===== src/rtl/seq_divider.sv =====
// seq_divider: multi-cycle restoring divider for RV32M DIV/DIVU/REM/REMU.
//
// Ports
//   clk       in   1      clock, rising edge
//   rst       in   1      synchronous reset, active-high
//   start     in   1      request, accepted only while busy=0
//   flush     in   1      abort the operation in flight (pipeline kill)
//   op        in   2      00 DIV, 01 DIVU, 10 REM, 11 REMU
//   dividend  in   WIDTH  numerator, sampled on accepted start
//   divisor   in   WIDTH  denominator, sampled on accepted start
//   busy      out  1      operation in progress
//   done      out  1      one-cycle pulse, result valid this cycle
//   result    out  WIDTH  quotient or remainder, held until the next completion
//   div_zero  out  1      divisor was zero, valid with done, held with result
//
// Handshake: a request is taken on a rising edge where start=1, flush=0 and
// busy=0. busy stays high from the cycle after acceptance until the cycle
// done pulses, so a new start may be presented in the done cycle itself.
//
// Configuration macro DIV_EARLY_OUT_EN: when defined, divide-by-zero and the
// signed overflow case jump from PREP straight to FIX, skipping the WIDTH
// iteration cycles. Results are identical either way.

module seq_divider #(
   parameter int WIDTH = 32
) (
   input  logic             clk,
   input  logic             rst,
   input  logic             start,
   input  logic             flush,
   input  logic [1:0]       op,
   input  logic [WIDTH-1:0] dividend,
   input  logic [WIDTH-1:0] divisor,
   output logic             busy,
   output logic             done,
   output logic [WIDTH-1:0] result,
   output logic             div_zero
);

   localparam int CW = $clog2(WIDTH);
   localparam logic [WIDTH-1:0] ONE  = {{(WIDTH-1){1'b0}}, 1'b1};
   localparam logic [WIDTH:0]   ONE1 = {{WIDTH{1'b0}}, 1'b1};
   localparam logic [WIDTH-1:0] MINV = {1'b1, {(WIDTH-1){1'b0}}};

   typedef enum logic [1:0] {S_IDLE, S_PREP, S_CALC, S_FIX} state_e;

   state_e           state_q, state_d;
   logic [1:0]       op_q;
   logic [WIDTH-1:0] a_q, b_q;        // operands as accepted
   logic [WIDTH-1:0] quo_q;           // dividend magnitude shifting out, quotient shifting in
   logic [WIDTH-1:0] bmag_q;          // divisor magnitude
   logic [WIDTH-1:0] rem_q;           // partial remainder
   logic [CW-1:0]    count_q;
   logic             done_q, dz_q;
   logic [WIDTH-1:0] result_q;

   logic             accept;
   logic             is_signed, is_rem, a_neg, b_neg, b_zero, ovf;
   logic [WIDTH-1:0] a_mag, b_mag;
   logic [WIDTH:0]   rem_sh, diff;
   logic [WIDTH-1:0] q_fix, r_fix, res_fix;

   assign accept    = (state_q == S_IDLE) && start && !flush;
   assign is_signed = ~op_q[0];
   assign is_rem    = op_q[1];
   assign a_neg     = is_signed & a_q[WIDTH-1];
   assign b_neg     = is_signed & b_q[WIDTH-1];
   assign b_zero    = (b_q == '0);
   assign ovf       = is_signed && (a_q == MINV) && (b_q == '1);
   // Magnitude of the most negative value wraps to itself, which is the
   // correct unsigned magnitude 2^(WIDTH-1).
   assign a_mag     = a_neg ? (~a_q + ONE) : a_q;
   assign b_mag     = b_neg ? (~b_q + ONE) : b_q;

   // One restoring step: subtract by adding the inverted divisor plus one.
   // Bit WIDTH of diff is the borrow: set means the subtraction went negative.
   assign rem_sh = {rem_q, quo_q[WIDTH-1]};
   assign diff   = rem_sh + {1'b1, ~bmag_q} + ONE1;

   always_comb begin
      q_fix = (a_neg ^ b_neg) ? (~quo_q + ONE) : quo_q;
      r_fix = a_neg ? (~rem_q + ONE) : rem_q;
      if (b_zero) begin
         q_fix = '1;
         r_fix = a_q;
      end else if (ovf) begin
         q_fix = MINV;
         r_fix = '0;
      end
      res_fix = is_rem ? r_fix : q_fix;
   end

   // State register
   always_ff @(posedge clk) begin
      if (rst) state_q <= S_IDLE;
      else     state_q <= state_d;
   end

   // Next-state logic; flush aborts any non-idle state
   always_comb begin
      state_d = state_q;
      case (state_q)
         S_IDLE: if (accept) state_d = S_PREP;
         S_PREP: begin
`ifdef DIV_EARLY_OUT_EN
            if (b_zero || ovf) state_d = S_FIX;
            else               state_d = S_CALC;
`else
            state_d = S_CALC;
`endif
         end
         S_CALC: if (count_q == '0) state_d = S_FIX;
         S_FIX:  state_d = S_IDLE;
         default: state_d = S_IDLE;
      endcase
      if (flush && state_q != S_IDLE) state_d = S_IDLE;
   end

   // Output logic
   always_comb begin
      busy = (state_q != S_IDLE);
   end

   assign done     = done_q;
   assign result   = result_q;
   assign div_zero = dz_q;

   // Datapath
   always_ff @(posedge clk) begin
      if (rst) begin
         op_q     <= '0;
         a_q      <= '0;
         b_q      <= '0;
         quo_q    <= '0;
         bmag_q   <= '0;
         rem_q    <= '0;
         count_q  <= '0;
         done_q   <= 1'b0;
         dz_q     <= 1'b0;
         result_q <= '0;
      end else begin
         done_q <= 1'b0;
         case (state_q)
            S_IDLE: begin
               if (accept) begin
                  op_q <= op;
                  a_q  <= dividend;
                  b_q  <= divisor;
               end
            end
            S_PREP: begin
               quo_q   <= a_mag;
               bmag_q  <= b_mag;
               rem_q   <= '0;
               count_q <= CW'(WIDTH - 1);
            end
            S_CALC: begin
               rem_q   <= diff[WIDTH] ? rem_sh[WIDTH-1:0] : diff[WIDTH-1:0];
               quo_q   <= {quo_q[WIDTH-2:0], ~diff[WIDTH]};
               count_q <= count_q - 1'b1;
            end
            S_FIX: begin
               if (!flush) begin
                  result_q <= res_fix;
                  dz_q     <= b_zero;
                  done_q   <= 1'b1;
               end
            end
            default: ;
         endcase
      end
   end

endmodule


===== config.mk =====
export PLATFORM = sky130hd
export DESIGN_NAME = seq_divider
export DESIGN_NICKNAME = d
export VERILOG_FILES = /design/src/rtl/seq_divider.sv
export SDC_FILE = /design/constraint.sdc
export NUM_CORES = 1
export LEC_CHECK = 0
export ABC_AREA = 0
export CAP_MARGIN = 30
export CORE_MARGIN = 1.5
export CORE_UTILIZATION = 56
export DETAILED_ROUTE_END_ITERATION = 10
export PLACE_DENSITY_LB_ADDON = 0.25
export SYNTH_ARGS = -nofsm -noshare
export SYNTH_HDL_FRONTEND = slang
export SYNTH_SLANG_ARGS = --single-unit

===== constraint.sdc =====
create_clock -name clk -period 3.85 [get_ports clk]
set_clock_uncertainty 0.2 [all_clocks]
set_input_delay 0.77 -clock clk [delete_from_list [all_inputs] [get_ports clk]]
set_output_delay 0.77 -clock clk [all_outputs]
set_load 0.005 [all_outputs]

==> summary.md, run 1 <==
| Metric | Value |
|---|---|
| Status | finished clean |
| Met3 Usage GRT | 4.40% |
| Synthesized cell area | 12900 µm² |
| CP Launch Point | quo_q[31] |
| Most frequent cells after synthesis | nand2_1, dfxtp_1, a21oi_1, nor2_1, clkbuf_1 |
| Worst-margin pin slew | 1.02 ns |
| Main synth FF type | dfxtp_1 |
| TritonRoute pass-1 iters | 5 |
| Total power | 0.00907 W |
| Tot GR Track Use | 31.6% |
| Setup Crit Path Kind | reg2reg |
| RR Endpoint | rem_q[12] |
| DR vias/cell | 6.08 |
| Slowest-stage cell, CP | fa_1 |
| Count of final setup violators | 0 |
| Non-filler instance count after layout | 2078 |
| Vias in the first global route | 11657 |
| ANT cells | 0 |
| Sequential power share | 29.5% |
| Yosys reg bits | 203 |
| R2R setup slack | 0.27 ns |
| M2 GR Usage | 50.2% |
| Peak supply drop | 0.553 mV |
| Pwr dens | 606 nW/µm² |
| Post-DP HPWL | 27200 µm |
| Final hold violations | 0 |
| WP data arrival | 3.81 ns |
| Sequential area share after synthesis | 31.6% |
| Max incr delay on CP | 0.40 ns |
| Syn_area_per_cell | 7.47 µm² |
| Post-synth cell types | 72 |
| Starting DRC count in detailed routing | 1073 |
| Initial Util | 57.0% |
| Postcts setup bufs | 0 |
| Critical R2R Launch | quo_q[31] |
| GPL Wtd Cong | 0.919 |
| P_int | 0.00541 W |
| DRC | 0 |
| Req. time, crit path | 4.08 ns |
| Chip Width | 155 µm |
| Vias | 12641 |
| # clock sinks | 203 |
| Final wirelength | 37700 µm |
| Ports | 105 |
| Logic pwr share | 44.3% |
| Post-layout min period | 3.58 ns |
| HP Class | reg2reg |
| Synth-to-Final Area Change | 16.5% |
| CTS tree | yes |
| Post-synth ARST share | 0% |
| DP Cell Count | 2033 |
| Gr busiest metal | met2 |
| Clock tree buffer depth | 3 |
| Post-CTS Resized | 0 |
| Clk pwr share | 26.2% |
| Core region area | 22600 µm² |
| Area contributors post-synth | dfxtp_1, a21oi_1, nand2_1 |
| Die span in y | 155 µm |
| Met1 Resource Use GR | 44.3% |
| Clk pin slew, worst setup/hold paths | 0.06 ns |
| Cts bufs inserted | 24 |
| Synth Net Count | 1835 |
| Total congestion overflow | 0 |
| Dominant cell type by area after synthesis | dfxtp_1 |
| R2R cell count | 14 |
| Synth warnings | 0 |
| CTS H-Tree Depth | 1 |
| First-pass GRT wire length | 61500 µm |
| Switching Share | 40.4% |
| Fmax | 0.279 GHz |
| Final net count | 1890 |
| Root Driver | clkbuf_16 |
| Largest net degree at the start of global routing | 73 |
| Fraction of layout cells with a size suffix above 1 | 5.86% |
| Worst slew margin | 32.0% |
| Pins Over Slew Limit | 0 |
| Crit share post-route | 93.0% |
| Crit path to | rem_q[12] |
| Leakage power | 5.59 nW |
| Initial antenna violation count | 0 |
| Crit end category | register |
| Per-cell routed wire length | 18.1 µm |
| Setup TNS | 0 ns |
| Cell count after synthesis | 1721 |
| Post-synth EDFFs | 0 |
| Area of the multi-input gates | 8110 µm² |
| Maxcap violations | 0 |
| Die area | 23900 µm² |
| Row count | 55 |
| RSZ-0062 raised after global routing | no |
| Synth top area share | 31.6% |
| Crit path max fanout | 12 |
| Antenna viol nets, final | 0 |
| Most frequent cell after synthesis | nand2_1 |
| Crit path launch type | register |
| Crit path cell chain | inv_1 > ha_1 > fa_1 > nand2b_1 > a21oi_1 > o21ai_1 > o21a_1 > o211ai_1 > buf_4 > a31oi_2 > xnor2_2 > buf_4 > nand2_1 > o21ai_1 |
| P_sw | 0.00367 W |
| CTS Hold Bufs | 0 |
| Skew-Pair Late Insertion Delay | 0.53 ns |
| Port-buffer cells | 104 |
| Fillcell total | 1980 |
| Reg area | 4070 µm² |
-- stage by stage --
stage	setup WS, ns	instance area [µm²]	util, %	hold WS, ns
6_report	0.270	15000	66.4	0.266
3_3_place_gp	0.314	14100	62.7	0.245
3_5_place_dp	0.215	14100	62.7	0.258
4_1_cts	0.166	15000	66.3	0.268
5_1_grt	0.0522	15000	66.4	0.302
2_1_floorplan	0.598	12900	-	0.246
-- cell families (layout without fill, tap and decap cells) --
| kind of cell | count (synthesis) | count (layout) | share of synthesized area, % |
|---|---|---|---|
| AO/OA/AOI/OAI | 480 | 480 | 22.7 |
| XOR/XNOR | 138 | 138 | 9.46 |
| adder cells (fa/ha/maj) | 44 | 44 | 4.34 |
| buffers and inverters | 184 | 256 | 5.47 |
| flip-flops | 203 | 203 | 31.6 |
| multiplexers | 52 | 52 | 4.06 |
| AND/OR/NAND/NOR | 620 | 620 | 22.3 |
-- how the worst min path moves through the flow --
stage / end / cells after the start / startpoint / slack [ns]
6_report: result[1] / 2 / result[1] / 0.27
5_1_grt: bmag_q[25] / 2 / bmag_q[25] / 0.30
4_1_cts: result[1] / 2 / result[1] / 0.27
3_5_place_dp: result[1] / 2 / result[1] / 0.26
3_3_place_gp: div_zero / 2 / div_zero / 0.25
2_1_floorplan: bmag_q[31] / 2 / bmag_q[31] / 0.25
-- sequential cells by signal, summed over array words and instances (netlist names) --
name      flops
op_q          2
rem_q        32
b_q          32
a_q          32
result       32
div_zero      1
quo_q        32
done          1
state_q       2
bmag_q       32
count_q       5
-- layout by cell type, fill, tap and decap left out, types with 9 or more instances in the layout --
| master | n |
|---|---|
| nor2b_1 | 36 |
| xnor2_1 | 75 |
| a31oi_1 | 14 |
| or4_1 | 10 |
| nor3_1 | 55 |
| ha_1 | 40 |
| a311oi_1 | 9 |
| a221oi_1 | 18 |
| nand4_1 | 14 |
| clkdlybuf4s50_1 | 103 |
| xor2_1 | 62 |
| o21ai_0 | 51 |
| o211ai_1 | 9 |
| nand2b_1 | 15 |
| or3_1 | 17 |
| a21oi_1 | 187 |
| clkbuf_16 | 25 |
| a211oi_1 | 33 |
| nand2_1 | 238 |
| inv_1 | 68 |
| o31ai_1 | 17 |
| nor4_1 | 17 |
| mux2i_1 | 51 |
| nor2_1 | 165 |
| a32oi_1 | 11 |
| buf_4 | 40 |
| dfxtp_1 | 202 |
| o21ai_1 | 73 |
| nand3_1 | 10 |
-- area by class of cell --
type                       count  area share (%)
clock buffer                  37            4.74
clock inverter                 6           0.718
inverter                      68            1.70
multi-input combinational   1334            54.2
sequential                   203            27.1
tap                          285            2.38
timing repair buffer         145            9.15
-- per-layer routing --
layer / routed length [µm] / vias to the layer above
li1: - / 6150
met1: 16700 / 5907
met2: 17000 / 515
met3: 2920 / 69
met4: 1050 / 0
met5: 0 / -
-- power groups by stage --
| stage | Combinational (W) | Clock, W | Sequential, W |
|---|---|---|---|
| 6_report | 0.00402 | 0.00238 | 0.00268 |
| 5_1_grt | 0.00445 | 0.00248 | 0.00272 |
| 4_1_cts | 0.00395 | 0.00240 | 0.00267 |
| 3_5_place_dp | 0.00390 | 0 | 0.00272 |
| 3_3_place_gp | 0.00384 | 0 | 0.00270 |
| 2_1_floorplan | 0.00301 | 0 | 0.00261 |
-- worst max-delay path: cells and delay by family, from the launching register on --
kind	cells	cell delay (ns)
XOR/XNOR	1	0.22
AO/OA/AOI/OAI	6	1.10
AND/OR/NAND/NOR	2	0.46
flip-flops	1	0.33
buffers and inverters	3	0.52
adder cells (fa/ha/maj)	2	0.64
(Power assumes the default switching activity.)
==> run 2: changes to the inputs <==
--- a/config.mk
+++ b/config.mk
@@ -10,7 +10,7 @@
 export CORE_MARGIN = 1.5
 export CORE_UTILIZATION = 56
 export DETAILED_ROUTE_END_ITERATION = 10
-export PLACE_DENSITY_LB_ADDON = 0.25
+export PLACE_DENSITY = 0.77
 export SYNTH_ARGS = -nofsm -noshare
 export SYNTH_HDL_FRONTEND = slang
 export SYNTH_SLANG_ARGS = --single-unit
==> run 2 against run 1 <==
Routed wire length decreased by 1.9%. Global-route usage decreased by 0.94 points. Critical path depth decreased by 1. First-iteration DRC count increased by 4.0%. Setup slack got worse by 0.021 ns. Sequential share of layout area increased by 0.21 points. Total power decreased by 3.2%. Critical path type unchanged. Largest cell class unchanged. Highest routed layer unchanged.
==> summary.md, run 2 (same netlist as run 1, synthesis figures left out) <==
| Metric | Value |
|---|---|
| Per-cell routed wire length | 17.9 µm (was 18.1 µm) |
| Pins Over Slew Limit | 0 (unchanged) |
| CTS tree | yes (unchanged) |
| Total power | 0.00879 W (was 0.00907 W) |
| Setup WS pre-CTS | 0.221 ns (was 0.215 ns) |
| Hold wc startpoint | result[2] (was result[1]) |
| Peak supply drop | 0.430 mV (was 0.553 mV) |
| ANT cells | 0 (unchanged) |
| Post-CTS Resized | 0 (unchanged) |
| Fmax | 0.278 GHz (was 0.279 GHz) |
| RSZ-0062 raised after global routing | no (unchanged) |
| Crit. path cell count | 13 (was 14) |
| HP Class | reg2reg (unchanged) |
| Most frequent cells in the layout | nand2_1, dfxtp_1, a21oi_1 (unchanged) |
| Setup Crit Path Kind | reg2reg (unchanged) |
| Tot GR Track Use | 30.7% (was 31.6%) |
| Clk pin slew, worst setup/hold paths | 0.06 ns (about the same) |
| Die area | 23900 µm² (unchanged) |
| GPL Wtd Cong | 0.981 (was 0.919) |
| Die span in y | 155 µm (unchanged) |
| Chip Width | 155 µm (unchanged) |
| Crit share post-route | 93.5% (was 93.0%) |
| Initial antenna violation count | 0 (unchanged) |
| Pwr dens | 591 nW/µm² (was 606 nW/µm²) |
| R2R cell count | 13 (was 14) |
| Crit path max fanout | 22 (was 12) |
| CTS Hold Bufs | 0 (unchanged) |
| Largest net degree at the start of global routing | 172 (was 73) |
| RR Endpoint | rem_q[15] (was rem_q[12]) |
| Vias | 12452 (was 12641) |
| Maxcap violations | 0 (unchanged) |
| Final hold violations | 0 (unchanged) |
| Core region area | 22600 µm² (unchanged) |
| Post-DP HPWL | 26700 µm (was 27200 µm) |
| CTS H-Tree Depth | 1 (unchanged) |
| Cts bufs inserted | 23 (was 24) |
| Total congestion overflow | 0 (unchanged) |
| WP data arrival | 3.84 ns (was 3.81 ns) |
| Post-layout min period | 3.60 ns (was 3.58 ns) |
| R2R setup slack | 0.25 ns (was 0.27 ns) |
| Crit path launch type | register (unchanged) |
| Synth-to-Final Area Change | 15.6% (was 16.5%) |
| Clock tree buffer depth | 3 (unchanged) |
| Max incr delay on CP | 0.40 ns (about the same) |
| Crit end category | register (unchanged) |
| WHS Path Cells | 2 (unchanged) |
| Status | finished clean (unchanged) |
| Critical R2R Launch | quo_q[31] (unchanged) |
| # clock sinks | 203 (unchanged) |
| Worst slew margin | 49.8% (was 32.0%) |
| Row count | 55 (unchanged) |
| Top delay family on crit path | compound AO/OA/AOI/OAI gates (unchanged) |
| Slowest-stage cell, CP | fa_1 (unchanged) |
| Port-buffer cells | 104 (unchanged) |
| Starting DRC count in detailed routing | 1116 (was 1073) |
| Antenna viol nets, final | 0 (unchanged) |
| Final net count | 1885 (was 1890) |
| Hold endpoint | result[2] (was result[1]) |
| Ports | 105 (unchanged) |
| Count of final setup violators | 0 (unchanged) |
| Initial Util | 57.0% (unchanged) |
| First-pass GRT wire length | 59700 µm (was 61500 µm) |
| CP bufs+invs | 2 (was 3) |
| Most common cell after layout, fill and taps aside | nand2_1 (unchanged) |
| Skew-Pair Late Insertion Delay | 0.53 ns (about the same) |
| Setup TNS | 0 ns (unchanged) |
| Req. time, crit path | 4.09 ns (was 4.08 ns) |
| Root Driver | clkbuf_16 (unchanged) |
| Crit path cell chain | inv_1 > ha_1 > fa_1 > nand2b_1 > a21oi_1 > o21ai_1 > o21a_1 > o211ai_1 > a31oi_2 > xnor2_2 > buf_12 > nand2_1 > o21ai_1 (was inv_1 > ha_1 > fa_1 > nand2b_1 > a21oi_1 > o21ai_1 > o21a_1 > o211ai_1 > buf_4 > a31oi_2 > xnor2_2 > buf_4 > nand2_1 > o21ai_1) |
| Leakage power | 5.52 nW (was 5.59 nW) |
| Fraction of layout cells with a size suffix above 1 | 5.66% (was 5.86%) |
| Final wirelength | 37000 µm (was 37700 µm) |
| DRC | 0 (unchanged) |
| Worst-margin pin slew | 0.753 ns (was 1.02 ns) |
| PnR worst setup slack | 0.250 ns (was 0.270 ns) |
| TritonRoute pass-1 iters | 6 (was 5) |
| DR vias/cell | 6.02 (was 6.08) |
| Vias in the first global route | 11461 (was 11657) |
| Top cell by count, worst path | o21ai_1 |
| Postcts setup bufs | 0 (unchanged) |
run 2: changes by cell type in the layout (fill, tap and decap cells not counted), sizes merged:
cell and change:
clkbuf -5, buf -4, clkinv +2, inv +1, clkinvlp +1, bufinv -3
run 2: worst max path at each step:
stage               startpoint   endpoint  slack (ns)
floorplan            quo_q[31]  rem_q[30]        0.60
global placement     quo_q[31]  rem_q[28]        0.32
detailed placement   quo_q[31]  rem_q[22]        0.22
CTS                  quo_q[31]  rem_q[15]        0.20
global route         quo_q[31]  rem_q[15]        0.05
finish               quo_q[31]  rem_q[15]        0.25
run 2: area by class of cell:
type,count,area (µm²)
clock buffer,32,659
clock inverter,7,47.5
fill,2030,7710
inverter,68,255
multi-input combinational,1334,8110
sequential,203,4070
tap,285,357
timing repair buffer,141,1370
run 2: per-layer routing:
layer	GRT usage [%]	vias up	share of wire, %
li1	-	6149	-
met1	42.8	5772	46
met2	49.1	446	45
met3	3.87	85	6.5
met4	10.1	0	3.1
met5	0.207	-	0
run 2: per-stage QoR:
step	utilization (%)	hold slack (ns)	cells	cell area, µm²
2_1_floorplan	-	0.246	1721	12900
3_3_place_gp	62.7	0.249	2029	14100
3_5_place_dp	62.7	0.249	2029	14100
4_1_cts	65.8	0.262	2068	14800
5_1_grt	65.9	0.296	2070	14900
6_report	65.9	0.259	2070	14900
run 2: tightest hold or removal path: cells and delay by family (launching register included):
family           cells  cell delay [ns]
AND/OR/NAND/NOR      1             0.05
flip-flops           1             0.31
AO/OA/AOI/OAI        1             0.05
run 2: power by group:
part	internal (W)	switching (W)	leakage, nW
Clock	0.00119	0.000905	0.345
Sequential	0.00238	0.000303	1.65
Combinational	0.00158	0.00244	3.53
Total	0.00514	0.00364	5.52
